[src/rtl/apb_result_pkg.sv]
// Shared register map, STATUS/CTRL bit positions and the STATUS layout for apb_result_buffer.
package apb_result_pkg;

  localparam logic [1:0] ADDR_DATA   = 2'd0;
  localparam logic [1:0] ADDR_STATUS = 2'd1;
  localparam logic [1:0] ADDR_CTRL   = 2'd2;
  localparam logic [1:0] ADDR_TSTAMP = 2'd3;

  localparam int ST_COUNT_LSB = 0;
  localparam int ST_EMPTY_BIT = 8;
  localparam int ST_FULL_BIT  = 9;
  localparam int ST_OVF_BIT   = 10;
  localparam int ST_DROP_LSB  = 16;
  localparam int ST_DEPTH_LSB = 24;

  localparam int CTRL_FLUSH_BIT = 0;
  localparam int CTRL_CLR_BIT   = 1;

  typedef struct packed {
    logic [7:0] depth;
    logic [7:0] drop_cnt;
    logic [4:0] rsvd;
    logic       overflow;
    logic       full;
    logic       empty;
    logic [7:0] count;
  } status_t;

  function automatic logic [7:0] sat_inc8(input logic [7:0] v);
    return (v == 8'hFF) ? v : v + 8'd1;
  endfunction

endpackage

[src/rtl/result_fifo.sv]
// Generic synchronous FIFO: push/pop/flush, count-derived full/empty, also exposes next count.
module result_fifo #(
  parameter int DEPTH = 8,
  parameter int DW    = 32,
  localparam int AW   = $clog2(DEPTH),
  localparam int CW   = AW + 1
) (
  input  logic          clk,
  input  logic          rst,
  input  logic          push,
  input  logic          pop,
  input  logic          flush,
  input  logic [DW-1:0] din,
  output logic [DW-1:0] dout,
  output logic [CW-1:0] count,
  output logic [CW-1:0] count_next,
  output logic          full,
  output logic          empty
);

  logic [DW-1:0] mem [DEPTH];
  logic [AW-1:0] wr_ptr;
  logic [AW-1:0] rd_ptr;
  logic          do_push;
  logic          do_pop;

  assign full    = (count == CW'(DEPTH));
  assign empty   = (count == '0);
  assign do_pop  = pop & ~empty;
  // A pop in the same cycle frees the slot, so a full FIFO still accepts the push.
  assign do_push = push & (~full | do_pop);
  assign dout    = mem[rd_ptr];

  always_comb begin
    count_next = count;
    if (flush) count_next = '0;
    else       count_next = count + CW'(do_push) - CW'(do_pop);
  end

  always_ff @(posedge clk) begin
    if (rst) begin
      wr_ptr <= '0;
      rd_ptr <= '0;
      count  <= '0;
    end else if (flush) begin
      wr_ptr <= '0;
      rd_ptr <= '0;
      count  <= '0;
    end else begin
      if (do_push) wr_ptr <= wr_ptr + AW'(1);
      if (do_pop)  rd_ptr <= rd_ptr + AW'(1);
      count <= count_next;
    end
  end

  // Storage is deliberately not reset.
  always_ff @(posedge clk) begin
    if (do_push && !flush && !rst) mem[wr_ptr] <= din;
  end

endmodule

[src/rtl/apb_result_buffer.sv]
// APB3 result buffer: captures datao/valido into a FIFO, exposes DATA/STATUS/CTRL and a threshold irq.
// Optional RESULT_TIMESTAMP_EN adds a cycle counter, per-entry timestamps and the TSTAMP register.
module apb_result_buffer
  import apb_result_pkg::*;
#(
  parameter int DEPTH  = 8,
  parameter int DW     = 32,
  parameter int THRESH = 4
) (
  input  logic          pclk,
  input  logic          preset,
  input  logic [DW-1:0] datao,
  input  logic          valido,
  input  logic          psel,
  input  logic          penable,
  input  logic          pwrite,
  input  logic [3:0]    paddr,
  input  logic [DW-1:0] pwdata,
  output logic [DW-1:0] prdata,
  output logic          pready,
  output logic          pslverr,
  output logic          irq
);

  localparam int CW = $clog2(DEPTH) + 1;

  logic [1:0]    idx;
  logic          access;
  logic          pop;
  logic          flush;
  logic          clr;
  logic          ovf_event;
  logic [DW-1:0] fifo_dout;
  logic [CW-1:0] count;
  logic [CW-1:0] count_next;
  logic          full;
  logic          empty;
  logic          overflow;
  logic [7:0]    drop_cnt;
  logic [31:0]   status_word;
  status_t       status;
  logic          unused_bits;

  assign pready = 1'b1;
  assign idx    = paddr[3:2];
  // Reset aborts any transfer in flight.
  assign access = psel & penable & ~preset;
  assign pop    = access & ~pwrite & (idx == ADDR_DATA) & ~empty;
  assign flush  = access & pwrite & (idx == ADDR_CTRL) & pwdata[CTRL_FLUSH_BIT];
  assign clr    = access & pwrite & (idx == ADDR_CTRL) & pwdata[CTRL_CLR_BIT];
  // A flush swallows the incoming word silently, so it is never a drop.
  assign ovf_event = valido & full & ~pop & ~flush;

  assign unused_bits = ^{paddr[1:0], pwdata[DW-1:2]};

  result_fifo #(.DEPTH(DEPTH), .DW(DW)) u_data_fifo (
    .clk        (pclk),
    .rst        (preset),
    .push       (valido),
    .pop        (pop),
    .flush      (flush),
    .din        (datao),
    .dout       (fifo_dout),
    .count      (count),
    .count_next (count_next),
    .full       (full),
    .empty      (empty)
  );

`ifdef RESULT_TIMESTAMP_EN
  logic [31:0]   ts_cnt;
  logic [31:0]   tstamp;
  logic [31:0]   ts_dout;
  logic [CW-1:0] ts_unused_count;
  logic [CW-1:0] ts_unused_count_next;
  logic          ts_unused_full;
  logic          ts_unused_empty;

  // Runs in lockstep with the data FIFO: same push/pop/flush, so the heads always pair up.
  result_fifo #(.DEPTH(DEPTH), .DW(32)) u_ts_fifo (
    .clk        (pclk),
    .rst        (preset),
    .push       (valido),
    .pop        (pop),
    .flush      (flush),
    .din        (ts_cnt),
    .dout       (ts_dout),
    .count      (ts_unused_count),
    .count_next (ts_unused_count_next),
    .full       (ts_unused_full),
    .empty      (ts_unused_empty)
  );

  always_ff @(posedge pclk) begin
    if (preset) begin
      ts_cnt <= '0;
      tstamp <= '0;
    end else begin
      ts_cnt <= ts_cnt + 32'd1;
      if (pop) tstamp <= ts_dout;
    end
  end
`endif

  always_comb begin
    status_word = '0;
    status_word[ST_COUNT_LSB +: 8] = 8'(count);
    status_word[ST_EMPTY_BIT]      = empty;
    status_word[ST_FULL_BIT]       = full;
    status_word[ST_OVF_BIT]        = overflow;
    status_word[ST_DROP_LSB +: 8]  = drop_cnt;
    status_word[ST_DEPTH_LSB +: 8] = 8'(DEPTH);
  end

  assign status = status_t'(status_word);

  always_comb begin
    prdata  = '0;
    pslverr = 1'b0;
    if (access) begin
      case (idx)
        ADDR_DATA: begin
          if (pwrite || empty) pslverr = 1'b1;
          else                 prdata  = fifo_dout;
        end
        ADDR_STATUS: begin
          if (pwrite) pslverr = 1'b1;
          else        prdata  = DW'(status);
        end
        ADDR_CTRL: begin
          prdata = '0;
        end
        ADDR_TSTAMP: begin
`ifdef RESULT_TIMESTAMP_EN
          if (pwrite) pslverr = 1'b1;
          else        prdata  = DW'(tstamp);
`else
          pslverr = 1'b1;
`endif
        end
      endcase
    end
  end

  always_ff @(posedge pclk) begin
    if (preset) begin
      overflow <= 1'b0;
      drop_cnt <= '0;
      irq      <= 1'b0;
    end else begin
      irq <= (count_next >= CW'(THRESH));
      // A drop in the same cycle as a clear wins and restarts the count at one.
      if (ovf_event) begin
        overflow <= 1'b1;
        drop_cnt <= clr ? 8'd1 : sat_inc8(drop_cnt);
      end else if (clr) begin
        overflow <= 1'b0;
        drop_cnt <= '0;
      end
    end
  end

endmodule

[config.mk]
export PLATFORM = sky130hd
export DESIGN_NAME = apb_result_buffer
export DESIGN_NICKNAME = d
export VERILOG_FILES = /design/src/rtl/apb_result_pkg.sv /design/src/rtl/result_fifo.sv /design/src/rtl/apb_result_buffer.sv
export SDC_FILE = /design/constraint.sdc
export NUM_CORES = 1
export LEC_CHECK = 0
export ABC_CLOCK_PERIOD_IN_PS = 6250
export CAP_MARGIN = 20
export CORE_MARGIN = 3
export CORE_UTILIZATION = 28
export CTS_CLUSTER_DIAMETER = 60
export DETAILED_ROUTE_END_ITERATION = 7
export HOLD_SLACK_MARGIN = 0.06
export PLACE_DENSITY = 0.49
export SYNTH_ARGS = -nofsm -noshare
export SYNTH_HDL_FRONTEND = slang
export SYNTH_SLANG_ARGS = --single-unit
[constraint.sdc]
create_clock -name pclk -period 6.25 [get_ports pclk]
set_input_delay 1.25 -clock pclk [delete_from_list [all_inputs] [get_ports pclk]]
set_output_delay 1.25 -clock pclk [all_outputs]
set_load 0.05 [all_outputs]
# Word-level counts from Yosys, hierarchy flattened
# Memory sizes are Yosys's and may differ from the RTL's. A register that Yosys moved wholly into a read port is not among the register bits.
# Cells that the tools add are included.
[word_totals]
ram_bits = 256
n_memories = 1
ff_bits = 20
out_inout_bits = 35
in_bits = 74
[op_classes]
n_lt_le_gt_ge = 1
n_reduce_logical = 10
bitwise = 21
eq_ne = 6
n_mux = 19
n_addsub = 5
[memory_table]
columns = ["memory", "words", "word_bits", "read_ports", "rd_ports_with_merged_regs", "write_ports", "line_no", "source"]
rows = [
  ["u_data_fifo.mem", 8, 32, 1, 1, 1, "result_fifo.sv:21", "logic [DW-1:0] mem [DEPTH];"],
]
[ops]
columns = ["op", "count"]
rows = [
  ["$mux 32", 2],
  ["$pmux 32 s2", 1],
  ["$mux 8", 4],
  ["$mux 28", 1],
  ["$and 1x1->1", 14],
  ["$add 8x1->8 const B", 1],
  ["$eq 8x8->1 const B", 1],
  ["$mux 1", 7],
  ["$add 3x1->3 const B", 2],
  ["$mux 3", 2],
  ["$not 1->1", 6],
  ["$add 4x1->4", 1],
  ["$eq 2x2->1 const B", 2],
  ["$eq 4x4->1 const B", 1],
  ["$ge 4x3->1 const B", 1],
  ["$logic_not 4->1", 1],
  ["$mux 4", 1],
  ["$sub 4x1->4", 1],
  ["$pmux 1 s3", 1],
  ["$eq 2x1->1 const B", 1],
  ["$logic_and 1x1->1", 2],
  ["$logic_not 1->1", 2],
  ["$logic_not 2->1", 1],
  ["$ne 2x2->1 const B", 1],
  ["5 further kinds", 5],
]

# Logic depth before layout (Yosys ltp)
[depth]
depth_word = 12
ltp_mapped = 13

# By module
# Synthesis repeated with hierarchy kept, for this count alone.
[hier_totals]
cells_unflattened = 591
hier_area_um2 = 11491.0
[modules_own_cells]
columns = ["mod", "seq_area_each_um2", "cells_per_inst", "instances", "area_per_inst_um2"]
rows = [
  ["result_fifo", 7947.6, 455, 1, 10501.3],
  ["apb_result_buffer", 200.2, 136, 1, 989.7],
]

# Least setup slack after synthesis
# Ideal clock, no wire load.
[synth_path]
path_kind = "input to register"
start = "input port paddr[3]"
end = "memory u_data_fifo.mem[0][0], enable pin"
t_arrival_ps = 5356
path_slack_ps = 392
cell_stages = 4
setup_ps = 502
path_cell_list = "or2_1 -> o41ai_1 -> nand3_1 -> nor4_1"
[synth_via]
elab_chain_cells = 10
[synth_rtl]
columns = ["element", "line_no", "source"]
rows = [
  ["start: declaration", "apb_result_buffer.sv:17", "input logic [3:0] paddr,"],
  ["$logic_not 2->1", "apb_result_buffer.sv:48", "assign pop = access & ~pwrite & (idx == ADDR_DATA) & ~empty;"],
  ["$and 1x1->1 (2 in a row)", "apb_result_buffer.sv:48", ""],
  ["$and 1x1->1", "result_fifo.sv:29", "assign do_pop = pop & ~empty;"],
  ["$or 1x1->1", "result_fifo.sv:31", "assign do_push = push & (~full | do_pop);"],
  ["$and 1x1->1", "result_fifo.sv:31", ""],
  ["$logic_and 1x1->1 (*) (2 in a row)", "result_fifo.sv:58", "if (do_push && !flush && !rst) mem[wr_ptr] <= din;"],
  ["$mux 1 (*)", "result_fifo.sv:58", ""],
  ["$mux 1 (implied by the code) (*)", "result_fifo.sv:58", ""],
  ["end: declaration", "result_fifo.sv:21", ""],
]
# Mark *: on every way between the ends. The rest lies on a longest branch, timed or not.

# Worst setup path after layout
[layout_path]
start = "input port preset"
end = "output port prdata[0]"
[layout_via]
elab_chain_cells = 3
[layout_rtl]
columns = ["element", "line_no", "source"]
rows = [
  ["start: declaration", "apb_result_buffer.sv:11", "input logic preset,"],
  ["$not 1->1", "apb_result_buffer.sv:47", "assign access = psel & penable & ~preset;"],
  ["$and 1x1->1", "apb_result_buffer.sv:47", ""],
  ["$mux 32", "apb_result_buffer.sv:120", "if (access) begin"],
  ["end: declaration", "apb_result_buffer.sv:19", "output logic [DW-1:0] prdata,"],
]
# Every way passes these cells.

==> metrics.txt <==
Via density 4.584; CTS buffer count 29; Reg2Reg Depth 11; R2R setup slack 3.09 ns; Critical Path RT 5.00 ns; Final Util 34.56%; slew margin rel. 33.39%; CTS tree yes; Pwr per Cell Area 303.3 nW/um^2; number of global-route vias before repair 5,858; CP max stage delay 0.85 ns; CP most frequent cell clkdlybuf4s50_1; warnings from Yosys 0; Port Buffer Count 75; status completed; most common cell after layout, fill and taps aside edfxtp_1; full die area 42,100 sq um; Slew Limit Fails 0; slowest cell on the critical path clkdlybuf4s50_1; # H-tree levels 1; initial core utilization 28.55%; final hold vios 0; Longest Clk Path Bufs 3; CTS clk-pin slew, worst paths 0.06 ns; CTS resizes 0; ys flop type edfxtp_1; hold depth 2; worst hold path type flip-flop to flip-flop; Seq/Total Area, Yosys 73.34%; Area Growth Syn to Fin 21.08%; initial antenna violation count 5; Via Count 5,537; wire length per cell 20.58 um; die width 205.2 um; Setup Skew 0.009210 ns; fmax 190.8 MHz; CTS Hold Bufs 0; Post-synth EDFFs 256; first-pass GRT wire length 36,900 um; nets 750; Antenna Nets Post-Route 0; fin crit period 5.241 ns; unique cell type count in the Yosys netlist 52; worst r2r src u_data_fifo.count[2]; RSZ-0062 raised after global routing no; Post-CTS Setup Bufs 0; DRT iter0 DRCs 359; drt first pass iters 4; syn nets 657; FFs w/ async S/R, synth 0%; design area 13,450 sq um; hold_sp u_data_fifo.rd_ptr[1]; Max IR drop VDD 0.2090 mV; clk_lat worst skew 0.56 ns; Rows 72; Die Ht 205.2 um; Sink Count 279; Cells after Synth 573; CP cell instances clkdlybuf4s50_1 > nand3b_4 > or4_4 > o22ai_1 > clkdlybuf4s50_1; # setup viols final 0; Tightest Pin Transition 0.9992 ns; drc violations 0; Hold Slack 0.4836 ns; Mapped Area 11,110 sq um; HPWL after DPL 13,930 um; layout cells sized above 1 20.46%; total gr overflow 0; Total GRT Usage 11.83%; critical path arrival 3.99 ns; most frequent cells in the layout 256 x edfxtp_1, 75 x clkdlybuf4s50_1, 64 x mux4_2; register bit total from synthesis 279; P_leak 4.070 nW; Worst setup SP type primary input; Placed Area 12,530 sq um; maxcap violations 0; Setup TNS 0 ns; root buf cell clkbuf_16; IO Count 109; routed wire length 24,860 um; largest net degree at the start of global routing 43; critical path class primary input to primary output; period utilisation layout 83.86%; placer congestion estimate 0.7231; Setup crit end kind primary output; Worst R2R End irq; Core Box Area 38,920 sq um; Avg Inst Size Synth 19.39 sq um; CP max FO 42; Design Power 0.004080 W
[final cells by class]
| class | instances | area [sq um] |
|---|---|---|
| Antenna cell | 1 | 2.502 |
| Clock buffer | 32 | 737.0 |
| Clock inverter | 22 | 180.2 |
| Fill cell | 3668 | 25470 |
| Inverter | 12 | 50.05 |
| Multi-Input combinational cell | 256 | 2831 |
| Sequential cell | 279 | 8154 |
| Tap cell | 518 | 648.1 |
| Timing Repair Buffer | 88 | 848.3 |
[registers in the layout (all words and copies together) (netlist names), named ones only]
register / cells
drop_cnt: 8
irq: 1
overflow: 1
u_data_fifo.count: 4
u_data_fifo.mem: 256
u_data_fifo.rd_ptr: 3
u_data_fifo.wr_ptr: 3
[power by group]
part	internal [W]	switching, W	leakage, nW	total, W
Combinational	0.000129	0.000174	1.11	0.000304
Sequential	0.00210	0.0000254	2.50	0.00212
Clock	0.000938	0.000714	0.457	0.00165
[metrics by stage]
stage	setup slack, ns	cells
finish	1.009	1208
global route	0.8159	1207
CTS	0.9625	1207
detailed placement	0.9734	1153
global placement	0.9557	1153
floorplan	0.3919	573
[synth_stat cells, types with 2 or more instances]
cell type | n | share of area (%)
nor2_1 | 26 | 0.88
dfxtp_1 | 23 | 4.1
o21ai_0 | 8 | 0.36
and2_1 | 3 | 0.17
a21o_1 | 3 | 0.20
buf_1 | 3 | 0.10
nand3_1 | 6 | 0.27
xnor2_1 | 5 | 0.39
a31oi_1 | 3 | 0.17
mux2i_1 | 37 | 3.3
clkbuf_1 | 10 | 0.34
nand4_1 | 2 | 0.11
a21oi_1 | 9 | 0.41
nand2b_1 | 3 | 0.17
buf_2 | 10 | 0.45
nand2_1 | 28 | 0.95
ha_1 | 9 | 1.0
inv_1 | 11 | 0.37
or3_1 | 3 | 0.17
nor3_1 | 7 | 0.32
nor4_1 | 3 | 0.17
and4_1 | 4 | 0.32
and4b_1 | 2 | 0.18
a311oi_1 | 2 | 0.16
edfxtp_1 | 256 | 69
mux4_2 | 64 | 13
buf_6 | 2 | 0.20
o21ai_1 | 3 | 0.14
o22ai_1 | 5 | 0.28
[critical path, delay by kind of cell]
kind            cells  cell delay, ns
buf+inv             2            1.39
compound gates      1            0.29
simple gates        2            1.05
[how the worst max path moves through the flow]
stage	start	to	cells past startpoint
after floorplan	paddr[3]	u_data_fifo.mem[0][0]	4
after global placement	preset	prdata[2]	5
after detailed placement	preset	prdata[2]	5
after CTS	preset	prdata[2]	5
after global routing	preset	prdata[9]	6
final	preset	prdata[0]	5
[per-layer routing]
| layer | wire length [um] | vias up | global-route usage, % |
|---|---|---|---|
| met5 | 31 | - | 0 |
| met4 | 404 | 4 | 2.343 |
| met3 | 1576 | 34 | 2.911 |
| met2 | 11880 | 145 | 19.68 |
| met1 | 10970 | 2830 | 15.91 |
| li1 | - | 2524 | - |
[cell families after synthesis]
kind of cell	after synthesis	share of synthesized area, %
muxes	101	16.31
and+or+nand+nor	96	4.606
adders and majority gates	10	1.194
AOI/OAI and AO/OA	43	2.512
xor gates and xnor gates	5	0.3942
buffers and inverters	38	1.611
other	1	0.03376
DFF	279	73.34
Power figures use the tool's default switching activity.
